## src/rtl/piso_pkg.sv

```systemverilog
// ============================================================================
// piso_pkg : shared types and helpers for the parallel-in/serial-out serializer
// Revision : 1.0
// ============================================================================
`default_nettype none

package piso_pkg;

  typedef enum logic [0:0] {
    IDLE  = 1'b0,
    SHIFT = 1'b1
  } state_e;

  // Bit counter width; never below 1 so WIDTH=2 still gets a real counter.
  function automatic int BIT_CNT_W(input int width);
    return (width <= 2) ? 1 : $clog2(width);
  endfunction

endpackage

`default_nettype wire

```

## src/rtl/piso_hold_slot.sv

```systemverilog
// ============================================================================
// piso_hold_slot : one-entry valid/ready holding register feeding the shifter
// Revision : 1.0
// ============================================================================
`default_nettype none

module piso_hold_slot #(
  parameter int WIDTH = 8
) (
  input  logic             clk,
  input  logic             rst,
  input  logic             push_valid_i,
  output logic             push_ready_o,
  input  logic [WIDTH-1:0] push_data_i,
  input  logic             flush_i,
  input  logic             pop_i,
  output logic             hold_valid_o,
  output logic [WIDTH-1:0] hold_data_o
);

  logic             hold_valid_q;
  logic [WIDTH-1:0] hold_data_q;
  logic             push;

  assign push_ready_o = !hold_valid_q && !flush_i;
  assign push         = push_valid_i && push_ready_o;

  // Flush beats pop and push; pop and push never coincide because the slot
  // only accepts while empty and only pops while full.
  always_ff @(posedge clk or posedge rst) begin
    if (rst) begin
      hold_valid_q <= 1'b0;
      hold_data_q  <= '0;
    end else if (flush_i) begin
      hold_valid_q <= 1'b0;
    end else if (pop_i) begin
      hold_valid_q <= 1'b0;
    end else if (push) begin
      hold_valid_q <= 1'b1;
      hold_data_q  <= push_data_i;
    end
  end

  assign hold_valid_o = hold_valid_q;
  assign hold_data_o  = hold_data_q;

endmodule

`default_nettype wire

```

## src/rtl/piso_serializer.sv

```systemverilog
// ============================================================================
// piso_serializer : parameterised PISO with valid/ready input and frame marking
// Revision : 1.0
// ============================================================================
`default_nettype none

module piso_serializer
  import piso_pkg::*;
#(
  parameter int WIDTH      = 8,
  parameter bit LSB_FIRST  = 1'b1,
  parameter bit IDLE_LEVEL = 1'b0
) (
  input  logic             clk,
  input  logic             rst,
  input  logic             in_valid,
  output logic             in_ready,
  input  logic [WIDTH-1:0] in_data,
  input  logic             ser_en,
  input  logic             abort,
  output logic             ser_out,
  output logic             ser_valid,
  output logic             ser_last,
  output logic             busy
);

  localparam int              CNT_W    = BIT_CNT_W(WIDTH);
  localparam logic [CNT_W-1:0] LAST_CNT = CNT_W'(WIDTH - 1);

  state_e           state_q;
  logic [WIDTH-1:0] shreg_q;
  logic [WIDTH-1:0] shreg_d;
  logic [CNT_W-1:0] bitcnt_q;
  logic             hold_valid;
  logic [WIDTH-1:0] hold_data;
  logic             frame_end;
  logic             load;
  logic             out_bit;

  piso_hold_slot #(
    .WIDTH(WIDTH)
  ) u_hold_slot (
    .clk         (clk),
    .rst         (rst),
    .push_valid_i(in_valid),
    .push_ready_o(in_ready),
    .push_data_i (in_data),
    .flush_i     (abort),
    .pop_i       (load),
    .hold_valid_o(hold_valid),
    .hold_data_o (hold_data)
  );

  generate
    if (LSB_FIRST) begin : g_lsb_first
      assign shreg_d = {1'b0, shreg_q[WIDTH-1:1]};
      assign out_bit = shreg_q[0];
    end else begin : g_msb_first
      assign shreg_d = {shreg_q[WIDTH-2:0], 1'b0};
      assign out_bit = shreg_q[WIDTH-1];
    end
  endgenerate

  assign frame_end = (state_q == SHIFT) && ser_en && (bitcnt_q == LAST_CNT);

  // An idle serializer loads without waiting for a tick; a running one chains
  // the held word onto the final tick so consecutive frames have no gap.
  assign load = !abort && hold_valid && ((state_q == IDLE) || frame_end);

  always_ff @(posedge clk or posedge rst) begin
    if (rst) begin
      state_q  <= IDLE;
      shreg_q  <= '0;
      bitcnt_q <= '0;
    end else if (abort) begin
      state_q  <= IDLE;
      bitcnt_q <= '0;
    end else if (load) begin
      shreg_q  <= hold_data;
      bitcnt_q <= '0;
      state_q  <= SHIFT;
    end else if ((state_q == SHIFT) && ser_en) begin
      if (bitcnt_q == LAST_CNT) begin
        state_q <= IDLE;
      end else begin
        shreg_q  <= shreg_d;
        bitcnt_q <= bitcnt_q + CNT_W'(1);
      end
    end
  end

  assign ser_valid = (state_q == SHIFT);
  assign ser_last  = ser_valid && (bitcnt_q == LAST_CNT);
  assign ser_out   = ser_valid ? out_bit : IDLE_LEVEL;
  assign busy      = ser_valid || hold_valid;

endmodule

`default_nettype wire
```

## config.mk

```make
export PLATFORM = sky130hd
export DESIGN_NAME = piso_serializer
export DESIGN_NICKNAME = d
export VERILOG_FILES = /design/src/rtl/piso_pkg.sv /design/src/rtl/piso_hold_slot.sv /design/src/rtl/piso_serializer.sv
export SDC_FILE = /design/constraint.sdc
export NUM_CORES = 1
export LEC_CHECK = 0
export ABC_AREA = 1
export BUFFER_PORTS_ARGS = -buffer_cell sky130_fd_sc_hd__buf_2
export CORE_UTILIZATION = 40
export DETAILED_ROUTE_END_ITERATION = 8
export MAX_ROUTING_LAYER = met4
export PLACE_DENSITY_LB_ADDON = 0.25
export SKIP_LAST_GASP = 1
export SLEW_MARGIN = 10
export SYNTH_ARGS = -nofsm -noshare
export SYNTH_HDL_FRONTEND = slang
export SYNTH_SLANG_ARGS = --single-unit
```

## constraint.sdc

```tcl
create_clock -name clk -period 3.1 [get_ports clk]
set_input_delay 0.62 -clock clk [delete_from_list [all_inputs] [get_ports clk]]
set_output_delay 0.62 -clock clk [all_outputs]
set_load 0.05 [all_outputs]
```

* Word-level counts from Yosys, hierarchy flattened
Index checks and enable logic that the tools add are counted.
Widths: inputs -> output; s select.
** Cells by class
- Muxes and demuxes :: 15
- $add $sub $neg :: 1
- Equal/unequal tests :: 3
- Reduce and logical (&&, ||, !) cells :: 19
- Bitwise gates (word level) :: 3
** Operators with widths (number)
- $mux 8 :: 3
- $mux 3 :: 4
- $reduce_bool 3->1 :: 3
- $mux 1 :: 8
- $logic_and 1x1->1 :: 7
- $reduce_and 3->1 :: 2
- $reduce_and 2->1 :: 2
- $add 3x1->3 const B :: 1
- $eq 3x3->1 const B :: 1
- $ne 3x3->1 const B :: 1
- $not 1->1 :: 3
- $logic_not 1->1 :: 2
- $logic_or 1x1->1 :: 2
- $ne 2x2->1 const B :: 1
- $reduce_bool 2->1 :: 1
** Word-level totals
- Register bits after elaboration :: 21
- Output and inout bits :: 5
- Logic and storage cells :: 46

* Longest topological paths before layout
Gate-level depths: netlist of the first run.
- Depth in word-level cells :: 6
- Depth in mapped cells :: 10

* Modules after synthesis
From an unflattened synthesis of the first run, not the netlist that was laid out.
** Second synthesis, totals
- Cell total of the unflattened synthesis :: 130
- Area total of the unflattened synthesis :: 1102.3 um^2
** By module, submodules not included
- piso_serializer :: area each 724.4 um^2, cells each 90, sequential area each 300.3 um^2, instances 1
- piso_hold_slot :: area each 377.9 um^2, cells each 40, sequential area each 225.2 um^2, instances 1

* Worst setup path before layout of the first run
No wires, ideal clock.
- Path kind :: in2out
- From :: in abort
- To :: out in_ready
- Data arrival time :: 1.193 ns
- Slack :: 1.287 ns
- Cell stages on the path :: 1
- Path buffers :: 0
- Path through :: nor2_2
** Between the ends
- Cells in the longest elaborated chain, start to end :: 2
** Ends and longest elaborated chain
- from (decl) :: RTL line piso_serializer.sv:20 : input logic abort,
- $logic_not 1->1 :: RTL line piso_hold_slot.sv:25 : assign push_ready_o = !hold_valid_q && !flush_i;
- $logic_and 1x1->1 :: RTL line piso_hold_slot.sv:25
- to (decl) :: RTL line piso_serializer.sv:17 : output logic in_ready,
No other way between the ends.

* Worst setup path in the final report of the first run
- From :: reg bitcnt_q[0]
- To :: out ser_last
** Between the ends
- Cells in the longest elaborated chain, start to end :: 2
** Ends and longest elaborated chain
- from (decl) :: RTL line piso_serializer.sv:33 : logic [CNT_W-1:0] bitcnt_q;
- from (signal assigned) :: RTL line piso_serializer.sv:87 : bitcnt_q <= bitcnt_q + CNT_W'(1);
- $eq 3x3->1 :: RTL line piso_serializer.sv:93 : assign ser_last = ser_valid && (bitcnt_q == LAST_CNT);
- $logic_and 1x1->1 :: RTL line piso_serializer.sv:93
- to (decl) :: RTL line piso_serializer.sv:23 : output logic ser_last,
No other way between the ends.

==> results.md, run 1 <==
- Status: finished clean
- TritonCTS clock tree: built
- Number of top-level design ports: 18
- Detailed-routing iteration count for the pre-antenna-repair pass: 4
- Syn-to-layout area delta: 13.0%
- Setup Total Neg Slack: 0 ns
- Startpoint-to-endpoint class of the critical path: reg -> out
- Gr usage total: 15.2%
- Worst-skew pair later-pin latency: 0.29 ns
- Min Clock Period, post-route: 2.03 ns
- # DRC: 0
- Final-report max-slew violation count: 0
- Antenna violations before repair: 0
- Setup fix buffers added after clock tree synthesis: 0
- Arrival time of data at the critical path endpoint: 1.41 ns
- Number of nets in the synthesized netlist: 142
- Number of buffers inserted during clock tree synthesis: 3
- Total core area: 0.00245 mm2
- Sequential-to-total area share from yosys stat: 50.8%
- Post-route ant nets: 0
- Crit share post-route: 65.6%
- Global-route wire length before repair: 2980 um
- Maximum number of pins on one net before global-route repair: 22
- Count of cell types in the netlist: 19
- Initial Utilization: 42.1%
- Antenna diode count: 0
- Wire length per cell after detailed routing: 10.0 um
- Cells after Synth: 127
- Count of input and output buffers: 17
- Startpoint class of the critical path: register
- Routed metal-1 wire length: 852 um
- Total of max-cap violations: 0
- Highest metal used: met4
- Crit end category: primary output
- Clock tree sinks: 21
- Final estimated routing congestion in global placement: 0.761
- Total of flip-flops plus latches after synthesis: 21
- Register clock-pin slew on the reported worst setup and hold paths: 0.11 ns
- Final core utilization: 47.6%
- Post_cts resized: 0
- Placed wire-length estimate after detailed placement: 1340 um
- Syn. warnings: 0
- Worst relative slew slack: 48.8%
- Share of post-route cells with drive strength above 1: 20.5%
- Metal2 WL: 801 um
- Slew of the pin with the lowest slew margin: 0.767 ns
- Post-placement setup slack: 1.10 ns
- Row count: 18
- Net count, final: 162
- Leakage power summed over all cells: 0.683 nW
- Via count of the first global-routing pass: 690
- Hold-fix buffer count after cts: 0
- Hold violation count in the final report: 0
- Via-per-instance ratio: 4.82
- Deepest clock path buffer count: 2
- Number of DRC violations after detailed-routing iteration 0: 27
- Peak supply drop: 0.000338 V
- Vias after detailed routing: 849
- H-tree levels: 1
- GR Overflow Total: 0
- Min setup slack post-route: 1.07 ns
- Post-synth design cell area: 0.00103 mm2
- DRT Wirelength: 1760 um
- Die W: 52.8 um
- F_max: 492 MHz
- Overall die area: 0.00279 mm2
- Setup repair after global routing missed its margin: no
- Required time of the critical path: 2.48 ns
- Final worst clock skew: 0.00204 ns
- Power density over cell area: 607 mW/mm2
- Detail Route met3 WL: 94 um
- DIE HEIGHT: 52.8 um
- Type of the tightest min-delay check: in -> async
- Cell at the root of the clock tree: sky130_fd_sc_hd__clkbuf_4
- Top fanout value on the critical path: 3
- Avg Cell Area, Syn: 8.14 um2
- Number of failing setup endpoints in the final timing report: 0
final cells by class:
cell class                      instances  area (um2)
Multi-Input combinational cell         92         448
Clock buffer                            4        26.3
Tap cell                               30        37.5
Inverter                               12        45.0
Sequential cell                        21         526
Timing Repair Buffer                   17        85.1
Fill cell                             249        1290
logic make-up after synthesis:
family | after synthesis | share of synthesized area, %
xor+xnor | 1 | 0.848
simple gates | 83 | 37.2
buf+inv | 14 | 5.81
compound gates | 6 | 2.90
flops | 21 | 50.8
fa+ha+maj | 2 | 2.42
synthesized netlist by cell type (all sizes together):
cell type	count	area share [%]
nor2	4	2.4
nand4	1	1.2
dfrtp	21	51
a21oi	2	0.97
o21ai	4	1.9
ha	2	2.4
nand2	54	22
or2	1	0.61
inv	12	4.4
buf	2	1.5
nand3	23	11
xor2	1	0.85
worst paths after layout:
| check | from | endpoint | cells after the start | slack (ns) |
|---|---|---|---|---|
| worst max register to register | bitcnt_q[0] | shreg_q[3] | 8 | 1.49 |
| worst max-delay path | bitcnt_q[0] | ser_last | 5 | 1.07 |
| min in group clk | u_hold_slot.hold_data_o[1] | u_hold_slot.hold_data_o[1] | 2 | 0.49 |
| max in group asynchronous | rst | shreg_q[5] | 2 | 2.18 |
| worst min-delay path | rst | bitcnt_q[0] | 2 | 0.44 |
| worst min register to register | u_hold_slot.hold_data_o[1] | u_hold_slot.hold_data_o[1] | 2 | 0.49 |
worst max-delay path, stage by stage, from the launching register on:
cell	delay [ns]
sky130_fd_sc_hd__dfrtp_1	0.41
sky130_fd_sc_hd__ha_1	0.21
sky130_fd_sc_hd__ha_1	0.21
sky130_fd_sc_hd__nand2_1	0.07
sky130_fd_sc_hd__inv_1	0.03
sky130_fd_sc_hd__buf_2	0.20
cells in the final DEF (no fill, tap or decap), types with 2 or more instances in the layout:
cell and n:
sky130_fd_sc_hd__nor2_1 2, sky130_fd_sc_hd__nand2_1 49, sky130_fd_sc_hd__ha_1 2, sky130_fd_sc_hd__nand2_4 2, sky130_fd_sc_hd__dfrtp_1 21, sky130_fd_sc_hd__o21ai_0 3
sky130_fd_sc_hd__a21oi_1 2, sky130_fd_sc_hd__inv_1 11, sky130_fd_sc_hd__clkbuf_4 3, sky130_fd_sc_hd__nand2_2 3, sky130_fd_sc_hd__nand3_1 23, sky130_fd_sc_hd__buf_2 17
flip-flops by register name, summed over array words and instances (netlist names):
register and cells:
bitcnt_q 3, ser_valid 1, shreg_q 8, u_hold_slot.hold_data_o 8
u_hold_slot.hold_valid_o 1
per-layer routing:
layer / vias up / global-route usage (%)
met2: 24 / 20.7
met1: 382 / 22.4
met4: 0 / 6.58
li1: 441 / -
met3: 2 / 1.74
met5: - / -
where the power goes:
part	switching (mW)	internal (mW)
sequential	0.0449	0.347
clock	0.0783	0.0500
combinational	0.117	0.0718
per-stage QoR:
stage | instances | cell area [um2] | hold WS (ns) | total power [mW]
floorplan | 127 | 1030 | 0.443 | 0.543
global placement | 172 | 1140 | 0.457 | 0.579
detailed placement | 172 | 1140 | 0.460 | 0.587
CTS | 176 | 1170 | 0.480 | 0.715
global route | 176 | 1170 | 0.501 | 0.762
finish | 176 | 1170 | 0.441 | 0.709
(Power assumes the default switching activity.)
==> run 2: changes to the inputs <==
==> constraint.sdc (replaced) <==
create_clock -name clk -period 1.8 [get_ports clk]
set_input_delay 0.36 -clock clk [delete_from_list [all_inputs] [get_ports clk]]
set_output_delay 0.36 -clock clk [all_outputs]
set_load 0.05 [all_outputs]
==> results.md, run 2 (synthesis results as in run 1) <==
- Slew of the pin with the lowest slew margin: 0.268 ns
- Max stage delay on crit path: 0.40 ns
- Syn-to-layout area delta: 15.9%
- Wire length per cell after detailed routing: 10.1 um
- Initial Utilization: 42.1%
- Startpoint-to-endpoint class of the critical path: reg -> out
- GR Overflow Total: 0
- Top fanout value on the critical path: 3
- Leakage power summed over all cells: 0.701 nW
- Share of post-route cells with drive strength above 1: 22.8%
- Cell-internal power: 0.811 mW
- Min Clock Period, post-route: 1.71 ns
- Detailed-routing iteration count for the pre-antenna-repair pass: 4
- Buffers plus inverters on the worst setup path: 2
- TritonCTS clock tree: built
- Total of max-cap violations: 0
- Post-route ant nets: 0
- Post-placement setup slack: 0.239 ns
- Register clock-pin slew on the reported worst setup and hold paths: 0.12 ns
- Power share of the combinational group: 26.8%
- Peak supply drop: 0.000655 V
- Row count: 18
- Clock network fraction of design power: 18.2%
- Final estimated routing congestion in global placement: 0.834
- Switching pwr: 0.421 mW
- Die W: 52.8 um
- DIE HEIGHT: 52.8 um
- Hold-fix buffer count after cts: 0
- Antenna diode count: 0
- Global-route wire length before repair: 3000 um
- DRT Wirelength: 1810 um
- Status: finished clean
- Final-report max-slew violation count: 0
- Worst-skew pair later-pin latency: 0.30 ns
- Total power after layout: 1.23 mW
- Final worst clock skew: 0.00842 ns
- Gr usage total: 15.6%
- Arrival time of data at the critical path endpoint: 1.35 ns
- Via count of the first global-routing pass: 683
- Commonest cells after routing, fill and taps aside: sky130_fd_sc_hd__nand2_1, sky130_fd_sc_hd__nand3_1, sky130_fd_sc_hd__dfrtp_1
- Placed wire-length estimate after detailed placement: 1350 um
- CP delay by family, top: flip-flops
- Crit end category: primary output
- Total core area: 0.00245 mm2
- Setup Total Neg Slack: 0 ns
- Number of buffers inserted during clock tree synthesis: 3
- H-tree levels: 1
- Crit share post-route: 94.8%
- Vias after detailed routing: 828
- Share of total power consumed by net switching: 34.2%
- Most common cell after layout, fill and taps aside: sky130_fd_sc_hd__nand2_1
- Maximum number of pins on one net before global-route repair: 22
- Deepest clock path buffer count: 2
- Number of DRC violations after detailed-routing iteration 0: 21
- Type of the tightest min-delay check: in -> async
- # DRC: 0
- Portion of total power attributed to sequential cells: 55.0%
- Startpoint class of the critical path: register
- F_max: 586 MHz
- Via-per-instance ratio: 4.63
- Number of failing setup endpoints in the final timing report: 0
- Cell at the root of the clock tree: sky130_fd_sc_hd__clkbuf_4
- Required time of the critical path: 1.44 ns
- Number of top-level design ports: 18
- Net count, final: 165
- Setup repair after global routing missed its margin: no
- Cells along the critical path: ha_1 > ha_1 > nand2_1 > inv_1 > buf_6
- Min setup slack post-route: 0.0935 ns
- Overall die area: 0.00279 mm2
- Worst relative slew slack: 82.1%
- Hold violation count in the final report: 0
- Post-Route Hold Slack: 0.0590 ns
- Clock tree sinks: 21
- Power density over cell area: 1030 mW/mm2
- Cell with the largest stage delay on the worst path: sky130_fd_sc_hd__dfrtp_1
- Antenna violations before repair: 0
- Critical Path Most Common Cell: sky130_fd_sc_hd__ha_1
- Count of input and output buffers: 17
## run 2: final cells by class
cell class	count	area (um2)
multi-input cells	92	448
clock buffers	3	22.5
clock inverters	1	5.00
repair buffers	20	114
inverters	12	45.0
well taps	30	37.5
fillers	242	1260
flip-flops and latches	21	526
## run 2: tightest hold or removal path: stages
cell	delay [ns]
sky130_fd_sc_hd__buf_2	0.09
sky130_fd_sc_hd__inv_1	0.04
sky130_fd_sc_hd__buf_4	0.26
## run 2: final timing paths
| kind | end | from | slack, ns | depth (start not counted) |
|---|---|---|---|---|
| worst max register to register | bitcnt_q[2] | bitcnt_q[0] | 0.24 | 9 |
| worst min register to register | u_hold_slot.hold_data_o[3] | u_hold_slot.hold_data_o[3] | 0.49 | 2 |
| worst min-delay path | u_hold_slot.hold_data_o[0] | rst | 0.06 | 3 |
| worst max-delay path | ser_last | bitcnt_q[0] | 0.09 | 5 |
| min in group clk | u_hold_slot.hold_data_o[6] | in_data[6] | 0.28 | 3 |
| max in group asynchronous | shreg_q[1] | rst | 1.52 | 3 |
## run 2: through the flow
stage                     cell area, um2  std cells  utilization [%]
after floorplan                     1030        127                -
after global placement              1160        174             47.1
after detailed placement            1160        174             47.1
after CTS                           1180        178             48.2
after global routing                1200        179             48.8
final                               1200        179             48.8
## run 2: layer usage
layer / vias to the layer above / track usage, % / routed length (um)
met5: - / - / 0
met1: 367 / 22.0 / 931
met3: 2 / 1.74 / 50
met4: 0 / 8.33 / 14
met2: 13 / 21.9 / 812
li1: 446 / - / -
## run 2: power by group through the flow
stage	logic [mW]	registers (mW)	clock network [mW]
after floorplan	0.263	0.672	0
after global placement	0.326	0.688	0
after detailed placement	0.330	0.688	0
after CTS	0.332	0.678	0.236
after global routing	0.382	0.693	0.251
final	0.330	0.678	0.224
## run 2: what timing repair did
action                                  4_1_cts  5_1_grt
setup buffers                                 0        1
endpoints found under the setup margin        0        1
resized for setup                             0        3
